## config.mk

```make
export PLATFORM = sky130hd
export DESIGN_NAME = adc_spi_responder_flat
export DESIGN_NICKNAME = d
export VERILOG_FILES = /design/src/rtl/adc_spi_responder_pkg.sv /design/src/rtl/adc_spi_responder_if.sv /design/src/rtl/adc_spi_responder_sync_edge.sv /design/src/rtl/adc_spi_responder.sv /design/src/flat_wrapper.sv
export SDC_FILE = /design/constraint.sdc
export NUM_CORES = 1
export LEC_CHECK = 0
export ABC_AREA = 1
export CORE_UTILIZATION = 30
export CTS_BUF_LIST = sky130_fd_sc_hd__clkbuf_8
export CTS_CLUSTER_DIAMETER = 40
export DETAILED_ROUTE_END_ITERATION = 12
export PLACE_DENSITY = 0.58
export SETUP_SLACK_MARGIN = 0.05
export SLEW_MARGIN = 20
export SYNTH_ARGS = -nofsm -noshare
export SYNTH_HDL_FRONTEND = slang
export SYNTH_SLANG_ARGS = --single-unit
```

## constraint.sdc

```tcl
create_clock -name clk -period 2.7 [get_ports clk]
set_input_delay 0.54 -clock clk [delete_from_list [all_inputs] [get_ports clk]]
set_output_delay 0.54 -clock clk [all_outputs]
set_load 0.01 [all_outputs]
```

## src/rtl/adc_spi_responder_pkg.sv

```systemverilog
// adc_spi_pkg: shared types and constants for the LTC2308-style SPI responder.
// Holds the FSM state encoding, default geometry and config-word bit positions.
package adc_spi_pkg;

    typedef enum logic [1:0] {
        IDLE    = 2'd0,
        CONVERT = 2'd1,
        READY   = 2'd2,
        SHIFT   = 2'd3
    } state_t;

    localparam int CFG_W_DEF       = 6;
    localparam int DATA_W_DEF      = 12;
    localparam int CONV_CYCLES_DEF = 80;

    // Config word bit positions, MSB first on the wire: S/D, O/S, S1, S0, UNI, SLP.
    localparam int CFG_SD  = 5;
    localparam int CFG_OS  = 4;
    localparam int CFG_S1  = 3;
    localparam int CFG_S0  = 2;
    localparam int CFG_UNI = 1;
    localparam int CFG_SLP = 0;

endpackage

```

## src/rtl/adc_spi_responder_if.sv

```systemverilog
// adc_spi_responder_if: the four-wire ADC SPI link between the scope's master
// and the responder.
// Link semantics: there is no valid/ready pair. A frame is the span where
// adc_cs_n is low; the master changes adc_din on SCLK falling edges and samples
// adc_dout on SCLK rising edges; the responder updates adc_dout after each
// falling edge. adc_cs_n rising closes the frame and starts a conversion.
interface adc_spi_responder_if;
    logic adc_cs_n;
    logic adc_sclk;
    logic adc_din;
    logic adc_dout;

    modport master (
        output adc_cs_n,
        output adc_sclk,
        output adc_din,
        input  adc_dout
    );

    modport slave (
        input  adc_cs_n,
        input  adc_sclk,
        input  adc_din,
        output adc_dout
    );
endinterface

```

## src/rtl/adc_spi_responder_sync_edge.sv

```systemverilog
// sync_edge: two-flop synchronizer for an asynchronous input plus one-cycle
// rise/fall pulses derived from the synchronized level.
// RESET_VAL sets the idle level so that reset does not fake an edge.
module sync_edge #(
    parameter logic RESET_VAL = 1'b0
) (
    input  logic clk,
    input  logic reset,
    input  logic d,
    output logic q,
    output logic rise,
    output logic fall
);
    logic meta;
    logic sync;
    logic prev;

    // Synchronizer chain plus a history flop for edge detection.
    always_ff @(posedge clk or negedge reset) begin
        if (!reset) begin
            meta <= RESET_VAL;
            sync <= RESET_VAL;
            prev <= RESET_VAL;
        end else begin
            meta <= d;
            sync <= meta;
            prev <= sync;
        end
    end

    assign q    = sync;
    assign rise = sync & ~prev;
    assign fall = ~sync & prev;
endmodule

```

## src/rtl/adc_spi_responder.sv

```systemverilog
// adc_spi_responder: ADC end of the LTC2308-style SPI link. Captures the config
// word on DIN, returns the last conversion result MSB-first on DOUT, and
// samples chan_data for the channel selected by the previous frame's config.
// Optional macro ADC_SPI_RESPONDER_ERRCNT_EN adds err_cnt, a saturating
// protocol-violation counter.
module adc_spi_responder
    import adc_spi_pkg::*;
#(
    parameter int CONV_CYCLES = CONV_CYCLES_DEF,
    parameter int DATA_W      = DATA_W_DEF,
    parameter int CFG_W       = CFG_W_DEF
) (
    input  logic                  clk,
    input  logic                  reset,
    adc_spi_responder_if.slave    spi,
    output logic [2:0]            chan_sel,
    input  logic [DATA_W-1:0]     chan_data,
    output logic [CFG_W-1:0]      cfg_word,
    output logic                  busy,
    output logic                  frame_done,
    output state_t                dbg_state
`ifdef ADC_SPI_RESPONDER_ERRCNT_EN
    ,
    output logic [7:0]            err_cnt
`endif
);
    localparam int CONV_W = $clog2(CONV_CYCLES);
    localparam int RC_W   = $clog2(CFG_W + 1);
    localparam int FC_W   = $clog2(DATA_W + 1);

    localparam logic [CONV_W-1:0] CONV_LAST = CONV_W'(CONV_CYCLES - 1);
    localparam logic [RC_W-1:0]   RISE_MAX  = RC_W'(CFG_W);
    localparam logic [FC_W-1:0]   FALL_MAX  = FC_W'(DATA_W);
    localparam logic [FC_W-1:0]   FALL_LAST = FC_W'(DATA_W - 1);

    logic cs_level, cs_rise, cs_fall;
    logic sclk_rise, sclk_fall, sclk_level_unused;
    logic din_level, din_rise_unused, din_fall_unused;

    state_t              state;
    logic [CONV_W-1:0]   conv_cnt;
    logic [RC_W-1:0]     rise_cnt;
    logic [FC_W-1:0]     fall_cnt;
    logic [DATA_W-1:0]   sr;
    logic [CFG_W-1:0]    cfg_sr;

    // cs_n idles high, so its synchronizer resets high to avoid a false rising edge.
    sync_edge #(.RESET_VAL(1'b1)) u_sync_cs (
        .clk(clk), .reset(reset), .d(spi.adc_cs_n),
        .q(cs_level), .rise(cs_rise), .fall(cs_fall)
    );

    sync_edge #(.RESET_VAL(1'b0)) u_sync_sclk (
        .clk(clk), .reset(reset), .d(spi.adc_sclk),
        .q(sclk_level_unused), .rise(sclk_rise), .fall(sclk_fall)
    );

    sync_edge #(.RESET_VAL(1'b0)) u_sync_din (
        .clk(clk), .reset(reset), .d(spi.adc_din),
        .q(din_level), .rise(din_rise_unused), .fall(din_fall_unused)
    );

    assign dbg_state = state;

    // Main FSM: conversion timing, config capture and result shifting.
    always_ff @(posedge clk or negedge reset) begin
        if (!reset) begin
            state        <= IDLE;
            conv_cnt     <= '0;
            rise_cnt     <= '0;
            fall_cnt     <= '0;
            sr           <= '0;
            cfg_sr       <= '0;
            cfg_word     <= '0;
            chan_sel     <= '0;
            busy         <= 1'b0;
            frame_done   <= 1'b0;
            spi.adc_dout <= 1'b0;
        end else begin
            frame_done <= 1'b0;
            case (state)
                IDLE: begin
                    if (cs_rise) begin
                        state    <= CONVERT;
                        conv_cnt <= '0;
                        busy     <= 1'b1;
                    end
                end
                CONVERT: begin
                    // All SPI edges are ignored until the result is latched.
                    conv_cnt <= conv_cnt + 1'b1;
                    if (conv_cnt == CONV_LAST) begin
                        conv_cnt <= '0;
                        sr       <= chan_data;
                        busy     <= 1'b0;
                        if (!cs_level) begin
                            state        <= SHIFT;
                            spi.adc_dout <= chan_data[DATA_W-1];
                            rise_cnt     <= '0;
                            fall_cnt     <= '0;
                        end else begin
                            state        <= READY;
                            spi.adc_dout <= 1'b0;
                        end
                    end
                end
                READY: begin
                    spi.adc_dout <= 1'b0;
                    if (cs_fall) begin
                        state        <= SHIFT;
                        spi.adc_dout <= sr[DATA_W-1];
                        rise_cnt     <= '0;
                        fall_cnt     <= '0;
                    end
                end
                SHIFT: begin
                    if (cs_rise) begin
                        // Frame close wins over any same-cycle SCLK edge.
                        frame_done <= 1'b1;
                        if (rise_cnt == RISE_MAX) begin
                            cfg_word <= cfg_sr;
                            chan_sel <= cfg_sr[CFG_OS:CFG_S0];
                        end
                        state        <= CONVERT;
                        conv_cnt     <= '0;
                        busy         <= 1'b1;
                        spi.adc_dout <= 1'b0;
                    end else begin
                        if (sclk_rise && (rise_cnt < RISE_MAX)) begin
                            cfg_sr   <= {cfg_sr[CFG_W-2:0], din_level};
                            rise_cnt <= rise_cnt + 1'b1;
                        end
                        if (sclk_fall) begin
                            if (fall_cnt < FALL_MAX) begin
                                fall_cnt <= fall_cnt + 1'b1;
                            end
                            if (fall_cnt < FALL_LAST) begin
                                sr           <= {sr[DATA_W-2:0], 1'b0};
                                spi.adc_dout <= sr[DATA_W-2];
                            end else begin
                                spi.adc_dout <= 1'b0;
                            end
                        end
                    end
                end
                default: state <= IDLE;
            endcase
        end
    end

`ifdef ADC_SPI_RESPONDER_ERRCNT_EN
    logic violation;

    // Any violation in a cycle, however many, counts once.
    always_comb begin
        violation = 1'b0;
        if ((state == CONVERT) && (sclk_rise || sclk_fall || cs_fall)) begin
            violation = 1'b1;
        end
        if ((state == SHIFT) && cs_rise && (rise_cnt < RISE_MAX)) begin
            violation = 1'b1;
        end
    end

    // Saturating violation counter.
    always_ff @(posedge clk or negedge reset) begin
        if (!reset) begin
            err_cnt <= 8'd0;
        end else if (violation && (err_cnt != 8'hFF)) begin
            err_cnt <= err_cnt + 8'd1;
        end
    end
`endif

endmodule
```

## src/flat_wrapper.sv

```systemverilog
// flat-port wrapper written by rule: the top's interface ports become plain ports
module adc_spi_responder_flat import adc_spi_pkg::*;
#(
    parameter int CONV_CYCLES = CONV_CYCLES_DEF,
    parameter int DATA_W      = DATA_W_DEF,
    parameter int CFG_W       = CFG_W_DEF
)
  (clk, reset, chan_sel, chan_data, cfg_word, busy, frame_done, dbg_state, spi_adc_cs_n, spi_adc_sclk, spi_adc_din, spi_adc_dout);
  adc_spi_responder_if spi_i ();
  input  logic clk;
  input  logic reset;
  output logic [2:0] chan_sel;
  input  logic [DATA_W-1:0] chan_data;
  output logic [CFG_W-1:0] cfg_word;
  output logic busy;
  output logic frame_done;
  output state_t dbg_state;
  input wire logic [$bits(spi_i.adc_cs_n)-1:0] spi_adc_cs_n;
  input wire logic [$bits(spi_i.adc_sclk)-1:0] spi_adc_sclk;
  input wire logic [$bits(spi_i.adc_din)-1:0] spi_adc_din;
  output wire logic [$bits(spi_i.adc_dout)-1:0] spi_adc_dout;
  assign spi_i.adc_cs_n = spi_adc_cs_n;
  assign spi_i.adc_sclk = spi_adc_sclk;
  assign spi_i.adc_din = spi_adc_din;
  assign spi_adc_dout = spi_i.adc_dout;
  adc_spi_responder #(.CONV_CYCLES(CONV_CYCLES), .DATA_W(DATA_W), .CFG_W(CFG_W)) u_core (.clk(clk), .reset(reset), .spi(spi_i), .chan_sel(chan_sel), .chan_data(chan_data), .cfg_word(cfg_word), .busy(busy), .frame_done(frame_done), .dbg_state(dbg_state));
endmodule
```

==> results of run 1 <==
## layer usage
layer / vias up / GRT usage, % / part of all wire, %
met5: - / 0 / 0
met4: 0 / 5.00 / 1.6
met3: 7 / 2.99 / 3.0
met2: 27 / 21.4 / 48
met1: 908 / 15.0 / 47
li1: 1029 / - / -
## critical path, stage by stage, from the launching register on
cell and delay [ns]:
dfrtp_1 0.41, ha_1 0.67, nand2_1 0.15, a21oi_2 0.51, nand2_2 0.29, nand2_1 0.13
nand2_1 0.06
## how the worst min path moves through the flow
stage,start,endpoint,slack [ns],depth (start not counted)
global route,u_core.u_sync_cs.meta$_DFF_PN1_,u_core.u_sync_cs.q$_DFF_PN1_,0.37,0
detailed placement,u_core.u_sync_din.meta$_DFF_PN0_,u_core.u_sync_din.q$_DFF_PN0_,0.34,0
CTS,u_core.u_sync_din.meta$_DFF_PN0_,u_core.u_sync_din.q$_DFF_PN0_,0.36,0
floorplan,reset,u_core.busy$_DFFE_PN0P_,0.24,0
global placement,u_core.u_sync_din.meta$_DFF_PN0_,u_core.u_sync_din.q$_DFF_PN0_,0.33,0
finish,reset,u_core.sr[1]$_DFFE_PN0P_,0.35,1
## cells in the mapped netlist
master    count
a21oi_1       3
a21oi_2       1
buf_1         1
buf_2         3
buf_4         5
buf_6         2
dfrtp_1      48
dfstp_2       3
ha_1          8
inv_1        23
inv_2         3
nand2_1     112
nand2_2       3
nand3_1      29
nand3_2       1
nand3_4       1
nand3b_1      2
nand4_1       3
nor2_1       27
nor2_2        1
nor2_4        2
nor2_8        1
nor3_1        2
o21ai_0      19
o21ai_1       2
o21ai_2       1
o21ai_4       1
xnor2_1       2
xor2_1        1
## sequential cells by signal (all words and copies together) (netlist names), 2 cells and up
name	cells
u_core.dbg_state	2
u_core.fall_cnt	4
u_core.sr	12
u_core.cfg_sr	6
u_core.rise_cnt	3
u_core.cfg_word	6
u_core.conv_cnt	7
## power by group through the flow
stage	registers (uW)	clock network, uW	logic [uW]
2_1_floorplan	1100	0	965
3_3_place_gp	1110	0	1210
3_5_place_dp	1110	0	1230
4_1_cts	1100	488	1230
5_1_grt	1130	519	1400
6_report	1100	472	1210
## cell type report
cell class	count	share of cell area, %
Tap cell	105	4.37
Inverter	26	3.24
Clock buffer	5	2.29
Timing Repair Buffer	33	10.6
Sequential cell	51	42.6
Clock inverter	3	0.874
Multi-Input combinational cell	222	36.1
## cell families after synthesis
family,count (synthesis)
compound gates,27
xor+xnor,3
fa+ha+maj,8
buf+inv,37
flops,51
simple gates,184
## metrics by stage
step / instances / utilization (%)
2_1_floorplan: 310 / -
3_3_place_gp: 437 / 35.4
3_5_place_dp: 437 / 35.4
4_1_cts: 445 / 36.6
5_1_grt: 445 / 36.6
6_report: 445 / 36.6
==> impl_metrics.yaml, run 1 <==
outcome:
  outcome: "completed"
critical_path:
  end_kind: "register"
  rr_endpoint: "u_core.sr[6]$_DFFE_PN0P_"
  crit_fanout: 21
  crit_end: "u_core.sr[6]$_DFFE_PN0P_"
  start_kind: "register"
  arrival_ns: 2.53
  rr_worst_depth: 6
  worstReg2RegStart: "u_core.dbg_state[0]$_DFFE_PN0P_"
  required_ns: 2.92
  startpoint: "u_core.dbg_state[0]$_DFFE_PN0P_"
  critPathKind: "register to register"
  rrSetupSlack_ns: 0.39
drt:
  ant_nets: 0
  drtIter0Drc: 60
  drt_pass1_iterations: 4
  drc_errors: 0
  wl_per_cell_um: 10.7
  vias: 1971
  vias_per_cell: 4.43
  wl_mm: 4.77
pwr:
  internal_power_uw: 1580
  switching_share_pct: 43.1
  finalPower_uw: 2780
  vdd_drop_max_mv: 0.336
  power_frac_comb_pct: 43.5
  p_leak_uw: 0.00148
  clkPwrFrac_pct: 16.9
  powerDensity_mw_per_mm2: 926
  p_switching_uw: 1200
  power_frac_seq_pct: 39.6
yosys:
  synthAdderAreaFrac_pct: 3.94
  synthesis.area_sq_mm: 0.00254
  synth_top_family_by_area: "simple AND/OR/NAND/NOR gates"
  synth_xor_xnor_area_share_pct: 1.03
  synth_compound_area_share_pct: 6.05
  avgSynthCellArea_sq_um: 8.20
  ys_ff_latch: 51
  synth_area_leaders: "dfrtp_1, nand2_1, nand3_1"
  ys.warnings.count: 0
  synthSimpleGateAreaFrac_pct: 31.7
  yosysTopAreaCell: "dfrtp_1"
  yosysUniqueCellTypes: 29
  yosysSeqAreaShare_pct: 50.3
  syn_nets: 335
  syn_inst: 310
  synth_top_area_share_pct: 47.2
  yosys-mux-area-fraction_pct: 0
layout:
  nets: 364
  area_growth_pct: 18.3
  final_common_cell: "nand2_1"
  design_area_sq_mm: 0.00301
  drive_gt1_share_pct: 8.82
  num-fill-cells: 840
  multi_input_area_sq_mm: 0.00109
  regArea_sq_mm: 0.00128
  mostFrequentLayoutCells: "nand2_1, dfrtp_1, nand3_1, clkdlybuf4s50_1, nor2_1"
  diodes: 0
placement:
  dpl.hpwl_mm: 3.44
  dp_slack_ns: 0.367
  placed_area_sq_mm: 0.00291
  portBuffers: 30
  place_congestion: 0.782
timing:
  slew-limit-headroom_pct: 38.8
  clock_skew_ns: 0.00929
  tightest_slew_ns: 0.918
  tns_ns: 0
  setup_slack_ns: 0.388
  fmax_mhz: 432
  hold_viol: 0
  holdWs_ns: 0.352
  min_period_ns: 2.31
  fin_crit_sh_pct: 85.6
  slew_violations: 0
  rsz0062_at_grt: "no"
  setup_viol: 0
die:
  row_count: 33
  ios: 31
  die_w_um: 94.1
  dieArea_sq_mm: 0.00885
  start_util_pct: 30.9
  die_h_um: 94.1
  core-area_sq_mm: 0.00822
clocking:
  clk_pin_slew_ns: 0.10
  h-tree-depth: 2
  root_buffer: "clkbuf_8"
  worstSkewPairLatency_ns: 0.32
  clockBufferDepth: 2
  cts_buffers: 5
  cts_tree: "built"
  cts_resized: 0
  cts_sinks: 51
  cts_setup_buffers: 0
  cts_hold_buf: 0
global_routing:
  grt_pass1_vias: 1920
  grt_pass1_wl_mm: 8.59
  gr-usage-all-layers_pct: 12.5
  antenna_found_initial: 0
  grt_max_degree: 43
  grt_overflow_total: 0
job:
  cap_viol_max_count: 0
hold_path:
  hp-class: "input port to asynchronous set/reset pin"
No activity file was read; power rests on OpenSTA's default activity.
==> run 2, diff against run 1 <==
- clock period: 2.7 -> 2.65 ns (I/O delays scaled with it)
==> run 2 against run 1 <==
  * Clock power rose by 3%
  * Via count fell by 1.1%
  * Clock-buffer cell count rose by 2
  * Sequential power barely moved
  * Global-route usage fell by 0.061 points
  * Die area did not move
  * Combinational power rose by 3%
  * Cell area rose by 0.54%
  * Register-to-register slack improved by 0.52 ns
  * Sequential share of layout area fell by 0.23 points
  * Non-clock buffer count rose by 1
  * Total power rose by 2.5%
  * Highest routed layer unchanged
==> impl_metrics.yaml, run 2 (same netlist as run 1, synthesis figures left out) <==
die:
  start_util_pct: 30.9
  core-area_sq_mm: 0.00822
  dieArea_sq_mm: 0.00885
  row_count: 33
  die_h_um: 94.1
  die_w_um: 94.1
  ios: 31
layout:
  area_growth_pct: 18.9
  largestRegisters: "u_core.sr (12), u_core.conv_cnt (7)"
  nets: 365
  drive_gt1_share_pct: 9.09
  top_register: "u_core.sr"
  num-fill-cells: 827
  largest_register_ffs: 12
  final_common_cell: "nand2_1"
  diodes: 0
  mostFrequentLayoutCells: "nand2_1, dfrtp_1, nand3_1, clkdlybuf4s50_1, nor2_1"
  utilization_pct: 36.8
placement:
  portBuffers: 30
  dpl.hpwl_mm: 3.47
  place_congestion: 0.743
  dp_slack_ns: 0.905
timing:
  slew-limit-headroom_pct: 42.7
  clock_skew_ns: 0.00594
  rsz0062_at_grt: "no"
  setup_viol: 0
  slew_violations: 0
  fin_crit_sh_pct: 67.3
  fmax_mhz: 560
  setup_slack_ns: 0.866
  min_period_ns: 1.78
  hold_viol: 0
  tns_ns: 0
  tightest_slew_ns: 0.859
outcome:
  outcome: "completed"
clocking:
  cts_setup_buffers: 0
  cts_resized: 0
  h-tree-depth: 2
  root_buffer: "clkbuf_8"
  cts_tree: "built"
  worstSkewPairLatency_ns: 0.30
  cts_buffers: 5
  clockBufferDepth: 2
  cts_sinks: 51
  clk_pin_slew_ns: 0.09
  cts_hold_buf: 0
critical_path:
  path_cells: "clkdlybuf4s50_1"
  arrival_ns: 1.25
  start_kind: "register"
  required_ns: 2.12
  cp_slowest_cell: "clkdlybuf4s50_1"
  cp_top_family: "buffers and inverters"
  critPathMaxStageDelay_ns: 0.56
  critPathBufInv: 1
  end_kind: "output port"
  critPathKind: "register to output port"
  crit_fanout: 4
drt:
  vias_per_cell: 4.37
  wl_per_cell_um: 10.7
  ant_nets: 0
  drtIter0Drc: 73
  drt_pass1_iterations: 5
  vias: 1950
  drc_errors: 0
  wl_mm: 4.78
pwr:
  vdd_drop_max_mv: 0.343
  finalPower_uw: 2850
  p_leak_uw: 0.00148
  powerDensity_mw_per_mm2: 944
global_routing:
  gr-usage-all-layers_pct: 12.5
  antenna_found_initial: 0
  grt_overflow_total: 0
  grt_max_degree: 40
  grt_pass1_wl_mm: 8.67
  grt_pass1_vias: 1954
job:
  cap_viol_max_count: 0
hold_path:
  hp-class: "input port to asynchronous set/reset pin"
run 2: cell count changes in the layout (fill, tap and decap cells not counted), sizes merged:
cell | previous run | this run
inv | 28 | 26
clkinv | 1 | 0
clkbuf | 5 | 7
clkinvlp | 0 | 1
buf | 4 | 5
run 2: worst paths after layout:
check	slack (ns)	cells past startpoint	endpoint	start
worst min-delay path	0.33	1	u_core.sr[1]$_DFFE_PN0P_	reset
worst min register to register	0.36	0	u_core.u_sync_sclk.q$_DFF_PN0_	u_core.u_sync_sclk.meta$_DFF_PN0_
worst max-delay path	0.87	1	dbg_state[0]	u_core.dbg_state[0]$_DFFE_PN0P_
max in group asynchronous	1.63	2	u_core.cfg_word[0]$_DFFE_PN0P_	reset
worst max register to register	0.91	8	u_core.fall_cnt[3]$_DFFE_PN0P_	u_core.dbg_state[0]$_DFFE_PN0P_
min in group clk	0.36	0	u_core.u_sync_sclk.q$_DFF_PN0_	u_core.u_sync_sclk.meta$_DFF_PN0_
run 2: layer usage:
layer  GRT usage [%]  up-vias  routed length (um)
met4            4.23        0                  63
met5               0        -                   0
met2            20.8       23                2250
li1                -     1034                   -
met3            2.59        6                 134
met1            15.9      887                2330
run 2: worst register-to-register path: cells and delay by family, from the launching register on:
kind / cells / cell delay (ns)
simple gates: 6 / 0.67
flops: 1 / 0.41
fa+ha+maj: 1 / 0.30
buf+inv: 1 / 0.23
run 2: layout make-up:
cell class | count | area, sq um | area share [%]
tap | 105 | 131 | 4.34
clock inverter | 1 | 7.51 | 0.248
timing repair buffer | 34 | 325 | 10.8
inverter | 26 | 97.6 | 3.23
multi-input combinational | 222 | 1090 | 35.9
sequential | 51 | 1280 | 42.3
clock buffer | 7 | 96.3 | 3.19
run 2: power breakdown:
part	internal (uW)	switching (uW)
registers	986	137
logic	448	797
clock network	238	250
total	1670	1180
run 2: stage by stage:
stage                     instance area, sq um  instances  hold slack [ns]
after floorplan                           2540        310            0.234
after global placement                    2920        438            0.334
after detailed placement                  2920        438            0.340
after CTS                                 3020        446            0.360
after global routing                      3020        446            0.370
final                                     3020        446            0.334
